[src/rtl/arb_defs.sv]
// Shared constants, state encodings and helpers for the 4-way round-robin arbiter.
package arb_defs;
  localparam int NUM_REQ = 4;
  localparam int SEL_W   = 2;

  localparam logic [0:0] ST_IDLE  = 1'b0;
  localparam logic [0:0] ST_GRANT = 1'b1;

  function automatic logic [NUM_REQ-1:0] onehot4(input logic [SEL_W-1:0] idx);
    onehot4 = NUM_REQ'(1) << idx;
  endfunction
endpackage

[src/rtl/rr_pick4.sv]
// Combinational rotating picker: first unmasked request at or after ptr, mod 4.
module rr_pick4
  import arb_defs::*;
(
  input  logic [NUM_REQ-1:0] i_req,
  input  logic [SEL_W-1:0]   i_ptr,
  input  logic [NUM_REQ-1:0] i_mask,
  output logic               o_found,
  output logic [SEL_W-1:0]   o_idx
);
  logic [NUM_REQ-1:0]   w_eff;
  logic [2*NUM_REQ-1:0] w_dbl;
  logic [NUM_REQ-1:0]   w_rot;
  logic [SEL_W-1:0]     w_enc;

  always_comb begin
    w_eff = i_req & ~i_mask;
    // Doubling the vector turns the rotate into a plain shift.
    w_dbl = {w_eff, w_eff} >> i_ptr;
    w_rot = w_dbl[NUM_REQ-1:0];
    w_enc = '0;
    for (int i = NUM_REQ-1; i >= 0; i--)
      if (w_rot[i]) w_enc = SEL_W'(i);
    o_idx   = w_enc + i_ptr;
    o_found = |w_eff;
  end
endmodule

[src/rtl/rr_arbiter4.sv]
// Round-robin arbiter for one shared resource port with completion handshake
// and watchdog abort of hung grants.
module rr_arbiter4
  import arb_defs::*;
#(
  parameter int MAX_WAIT = 64
) (
  input  logic               i_clk,
  input  logic               i_rst,
  input  logic [NUM_REQ-1:0] i_req,
  input  logic               i_res_done,
  output logic [NUM_REQ-1:0] o_gnt,
  output logic [SEL_W-1:0]   o_sel,
  output logic               o_res_start,
  output logic               o_busy,
  output logic               o_timeout_err,
  output logic [SEL_W-1:0]   o_timeout_id
);
  localparam int CNT_W = $clog2(MAX_WAIT);
  localparam logic [CNT_W-1:0] TERM = CNT_W'(MAX_WAIT - 1);

  logic [0:0]         r_state;
  logic [SEL_W-1:0]   r_ptr;
  logic [NUM_REQ-1:0] r_gnt;
  logic [SEL_W-1:0]   r_sel;
  logic               r_res_start;
  logic               r_busy;
  logic               r_terr;
  logic [SEL_W-1:0]   r_tid;
  logic [CNT_W-1:0]   r_cnt;

  logic               w_granting;
  logic               w_done;
  logic               w_term;
  logic               w_release;
  logic [SEL_W-1:0]   w_ptr;
  logic [NUM_REQ-1:0] w_mask;
  logic               w_found;
  logic [SEL_W-1:0]   w_idx;

  always_comb begin
    w_granting = (r_state == ST_GRANT);
    w_done     = w_granting && i_res_done;
    w_term     = w_granting && (r_cnt == TERM);
    w_release  = w_done || w_term;
    // On release the finisher is masked and the search starts just past it.
    w_ptr  = w_granting ? r_sel + 1'b1 : r_ptr;
    w_mask = w_granting ? onehot4(r_sel) : '0;
  end

  rr_pick4 u_pick (
    .i_req  (i_req),
    .i_ptr  (w_ptr),
    .i_mask (w_mask),
    .o_found(w_found),
    .o_idx  (w_idx)
  );

  always_ff @(posedge i_clk) begin
    if (i_rst) begin
      r_state     <= ST_IDLE;
      r_ptr       <= '0;
      r_gnt       <= '0;
      r_sel       <= '0;
      r_res_start <= 1'b0;
      r_busy      <= 1'b0;
      r_terr      <= 1'b0;
      r_tid       <= '0;
      r_cnt       <= '0;
    end else begin
      r_res_start <= 1'b0;
      r_terr      <= 1'b0;
      if (!w_granting || w_release) begin
        if (w_release) begin
          r_ptr <= r_sel + 1'b1;
          if (!w_done) begin
            r_terr <= 1'b1;
            r_tid  <= r_sel;
          end
        end
        if (w_found) begin
          r_state     <= ST_GRANT;
          r_gnt       <= onehot4(w_idx);
          r_sel       <= w_idx;
          r_res_start <= 1'b1;
          r_busy      <= 1'b1;
          r_cnt       <= '0;
        end else begin
          // sel deliberately holds so the mux output stays put while idle.
          r_state <= ST_IDLE;
          r_gnt   <= '0;
          r_busy  <= 1'b0;
          r_cnt   <= '0;
        end
      end else begin
        r_cnt <= r_cnt + 1'b1;
      end
    end
  end

  assign o_gnt         = r_gnt;
  assign o_sel         = r_sel;
  assign o_res_start   = r_res_start;
  assign o_busy        = r_busy;
  assign o_timeout_err = r_terr;
  assign o_timeout_id  = r_tid;
endmodule

[config.mk]
export PLATFORM = sky130hd
export DESIGN_NAME = rr_arbiter4
export DESIGN_NICKNAME = d
export VERILOG_FILES = /design/src/rtl/arb_defs.sv /design/src/rtl/rr_pick4.sv /design/src/rtl/rr_arbiter4.sv
export SDC_FILE = /design/constraint.sdc
export NUM_CORES = 1
export LEC_CHECK = 0
export CORE_MARGIN = 2
export CORE_UTILIZATION = 51
export CTS_CLUSTER_DIAMETER = 40
export DETAILED_ROUTE_END_ITERATION = 8
export PLACE_DENSITY = 0.76
export SKIP_CTS_REPAIR_TIMING = 1
export SLEW_MARGIN = 10
export SYNTH_ARGS = -nofsm -noshare
export SYNTH_HDL_FRONTEND = slang
export SYNTH_HIERARCHICAL = 1
export SYNTH_SLANG_ARGS = --single-unit
[constraint.sdc]
create_clock -name i_clk -period 2.61 [get_ports i_clk]
set_input_delay 0.522 -clock i_clk [delete_from_list [all_inputs] [get_ports i_clk]]
set_output_delay 0.522 -clock i_clk [all_outputs]
set_load 0.01 [all_outputs]
==> flow_summary_export.csv <==
group,metric,value,unit
finish,syn2layout_area_growth,22.2,%
setup_path,crit_path_start_kind,"register",
yosys,synth_cells,112,
floorplan,num_io_pins,18,
setup_path,cp_top_family,"flip-flops",
place,placed_area,0.00127,sq mm
global_routing,grt_max_degree,15,
clock_tree,clkTransAtPathRegs,0.10,ns
pwr,ir_worst_vdd,0.607,mV
floorplan,rows,16,
yosys,synthArstFlopShare,0,
sta,fin_worst_skew,0.00584,ns
setup_path,r2r_start,"o_sel[0]",
clock_tree,h-tree-depth,1,
detailed_routing,avgRoutedWirePerCell,12.6,um
place,dp_hpwl,1590,um
yosys,syn_area_per_cell,9.56,sq um
run_status,status,"finished, final reports clean",
setup_path,cp_num_buf_inv,1,
sta,tns,0,ns
sta,rsz0062_at_grt,"false",
setup_path,worstSetupEndpoint,"o_sel[1]",
clock_tree,numClockSinks,19,
yosys,synthesis.nets,125,
place,place_ws,-0.0199,ns
detailed_routing,drc_errors,0,
floorplan,die_y,49.8,um
setup_path,worst_path_max_delay_cell,"dfxtp_1",
finish,fin_nets,147,
sta,drv_slew,0,
finish,diodes,0,
setup_path,worstPathArrival,2.60,ns
sta,relSlewSlack,0.724,
sta,period_share,0.915,
floorplan,core-area,0.00196,sq mm
sta,final_hold_viol_count,0,
detailed_routing,via_per_inst,5.33,
sta,worst_slack,0.222,ns
global_routing,grt-ovfl-total,0,
pwr,p_leak,0.556,nW
detailed_routing,finalWirelength,2020,um
clock_tree,cts_tree,"done",
yosys,synth-seq-area-share,0.355,
floorplan,initial_utilization,0.546,
clock_tree,root_buffer,"clkbuf_4",
sta,worst_pin_slew,0.410,ns
hold_path,hold_class,"reg -> reg",
yosys,ys_types,39,
detailed_routing,vias,853,
global_routing,grt_pass1_wl,3680,um
place,place_congestion,0.768,
clock_tree,clk_latency,0.29,ns
sta,fin_hold_ws,0.467,ns
sta,fmax,419,MHz
finish,drive_gt1_frac,0.143,
floorplan,fp.dieW,49.8,um
sta,finalSetupViolCount,0,
setup_path,r2r_cells,11,
detailed_routing,drt_pre_antenna_iters,4,
setup_path,crit_required,2.83,ns
global_routing,antenna_found_initial,0,
clock_tree,numCtsBuffers,3,
flow_run,drv_cap,0,
setup_path,startpoint,"o_sel[0]",
detailed_routing,drtIter0Drc,32,
setup_path,critPathMaxFanout,7,
setup_path,crit_chain,"inv_1 > ha_1 > and2_1 > nand2b_1 > mux2_2 > a22oi_1 > o21ai_1 > ha_1 > xnor2_2 > nand2b_1 > mux2i_1",
setup_path,crit_path_end_kind,"register",
yosys,ys.flop_type,"dfxtp_1",
yosys,synth-seq-cells,19,
finish,final_cell_area,0.00131,sq mm
floorplan,die-area,0.00248,sq mm
detailed_routing,ant_nets,0,
place,port_buffers,17,
global_routing,grt_usage,0.190,
setup_path,reg2reg_to,"o_sel[1]",
setup_path,setup.worst_path.class,"reg -> reg",
setup_path,r2r_slack,0.22,ns
yosys,synth_edf_count,0,
setup_path,cp.depth,11,
yosys,yosys_warnings,6,
setup_path,cpPeakStageDelay,0.47,ns
sta,fin_crit,2.39,ns
global_routing,grt_pass1_vias,856,
pwr,powerDensity,828,mW/mm^2
clock_tree,clk_path_buf_depth,2,
yosys,synth_area,0.00107,sq mm
-- power by group --
part,internal (mW),leakage (nW),switching (mW)
sequential,0.343,0.155,0.0476
combinational,0.287,0.386,0.263
clock,0.0594,0.0150,0.0846
total,0.689,0.556,0.395
-- layout make-up --
| type | count | area [sq um] |
|---|---|---|
| inverter | 8 | 30.0 |
| timing repair buffer | 20 | 193 |
| tap | 27 | 33.8 |
| multi-input combinational | 82 | 646 |
| sequential | 19 | 380 |
| clock buffer | 4 | 26.3 |
| fill | 182 | 653 |
-- kinds of logic after synthesis --
| logic type | after synthesis | share of synthesized area |
|---|---|---|
| and+or+nand+nor | 44 | 0.256 |
| xor gates and xnor gates | 4 | 0.0327 |
| AOI/OAI and AO/OA | 18 | 0.139 |
| adders and majority gates | 7 | 0.0806 |
| DFF | 19 | 0.355 |
| muxes | 9 | 0.0876 |
| buffers and inverters | 11 | 0.0491 |
-- worst min-delay path by stage --
stage / startpoint / end / slack, ns / cells after the start
after global routing: o_gnt[1] / o_gnt[1] / 0.50 / 2
after detailed placement: o_gnt[1] / o_gnt[1] / 0.45 / 2
after floorplan: r_cnt[0] / r_cnt[0] / 0.42 / 1
after global placement: r_cnt[0] / r_cnt[0] / 0.44 / 1
after CTS: o_gnt[1] / o_gnt[1] / 0.47 / 2
final: o_gnt[1] / o_gnt[1] / 0.47 / 2
-- worst min-delay path, cell delays in order (launching register included) --
cell	delay, ns
dfxtp_1	0.32
inv_1	0.05
o32ai_1	0.06
-- metrics by stage --
step	std cells	util	power, mW
3_5_place_dp	156	0.650	0.924
5_1_grt	160	0.667	1.17
2_1_floorplan	112	-	0.752
4_1_cts	160	0.663	1.07
6_report	160	0.667	1.08
3_3_place_gp	156	0.650	0.913
-- registers in the layout, indices dropped and copies added (netlist names) --
| register | count |
|---|---|
| o_res_start | 1 |
| r_ptr | 2 |
| o_gnt | 4 |
| o_busy | 1 |
| r_cnt | 6 |
| o_timeout_err | 1 |
| o_sel | 2 |
| o_timeout_id | 2 |
-- layout by cell type (no fill, tap or decap), types with 2 or more instances in the layout --
cell,n
dfxtp_1,19
nand2b_1,11
nand4_1,2
xor2_1,2
o2bb2ai_1,3
and2_1,5
o32ai_1,2
clkbuf_4,3
o21ai_0,3
buf_4,3
inv_1,8
ha_1,6
mux2i_1,6
clkdlybuf4s50_1,17
mux2_2,3
nand2_1,6
nor2_1,7
nand3_1,4
-- cells in the mapped netlist, types with 2 or more instances --
cell type  instances  area (sq um)
o32ai_1            2          17.5
xnor2_1            2          17.5
o21ai_0            3          15.0
mux2i_1            6          60.1
nand3_1            4          20.0
inv_1              8          30.0
ha_1               6          75.1
nor2_1             7          26.3
xor2_1             2          17.5
dfxtp_1           19           380
and2_1             5          31.3
nand2_1            6          22.5
nand2b_1          11          68.8
nand4_1            2          12.5
mux2_2             3          33.8
o2bb2ai_1          3          26.3
-- routing by layer --
layer  share of wire  global-route usage  up-vias
li1                -                   -      437
met1            0.51               0.260      399
met2            0.45               0.307       15
met3           0.032              0.0242        2
met4          0.0089              0.0694        0
met5               0                   0        -
Power figures use the tool's default switching activity.
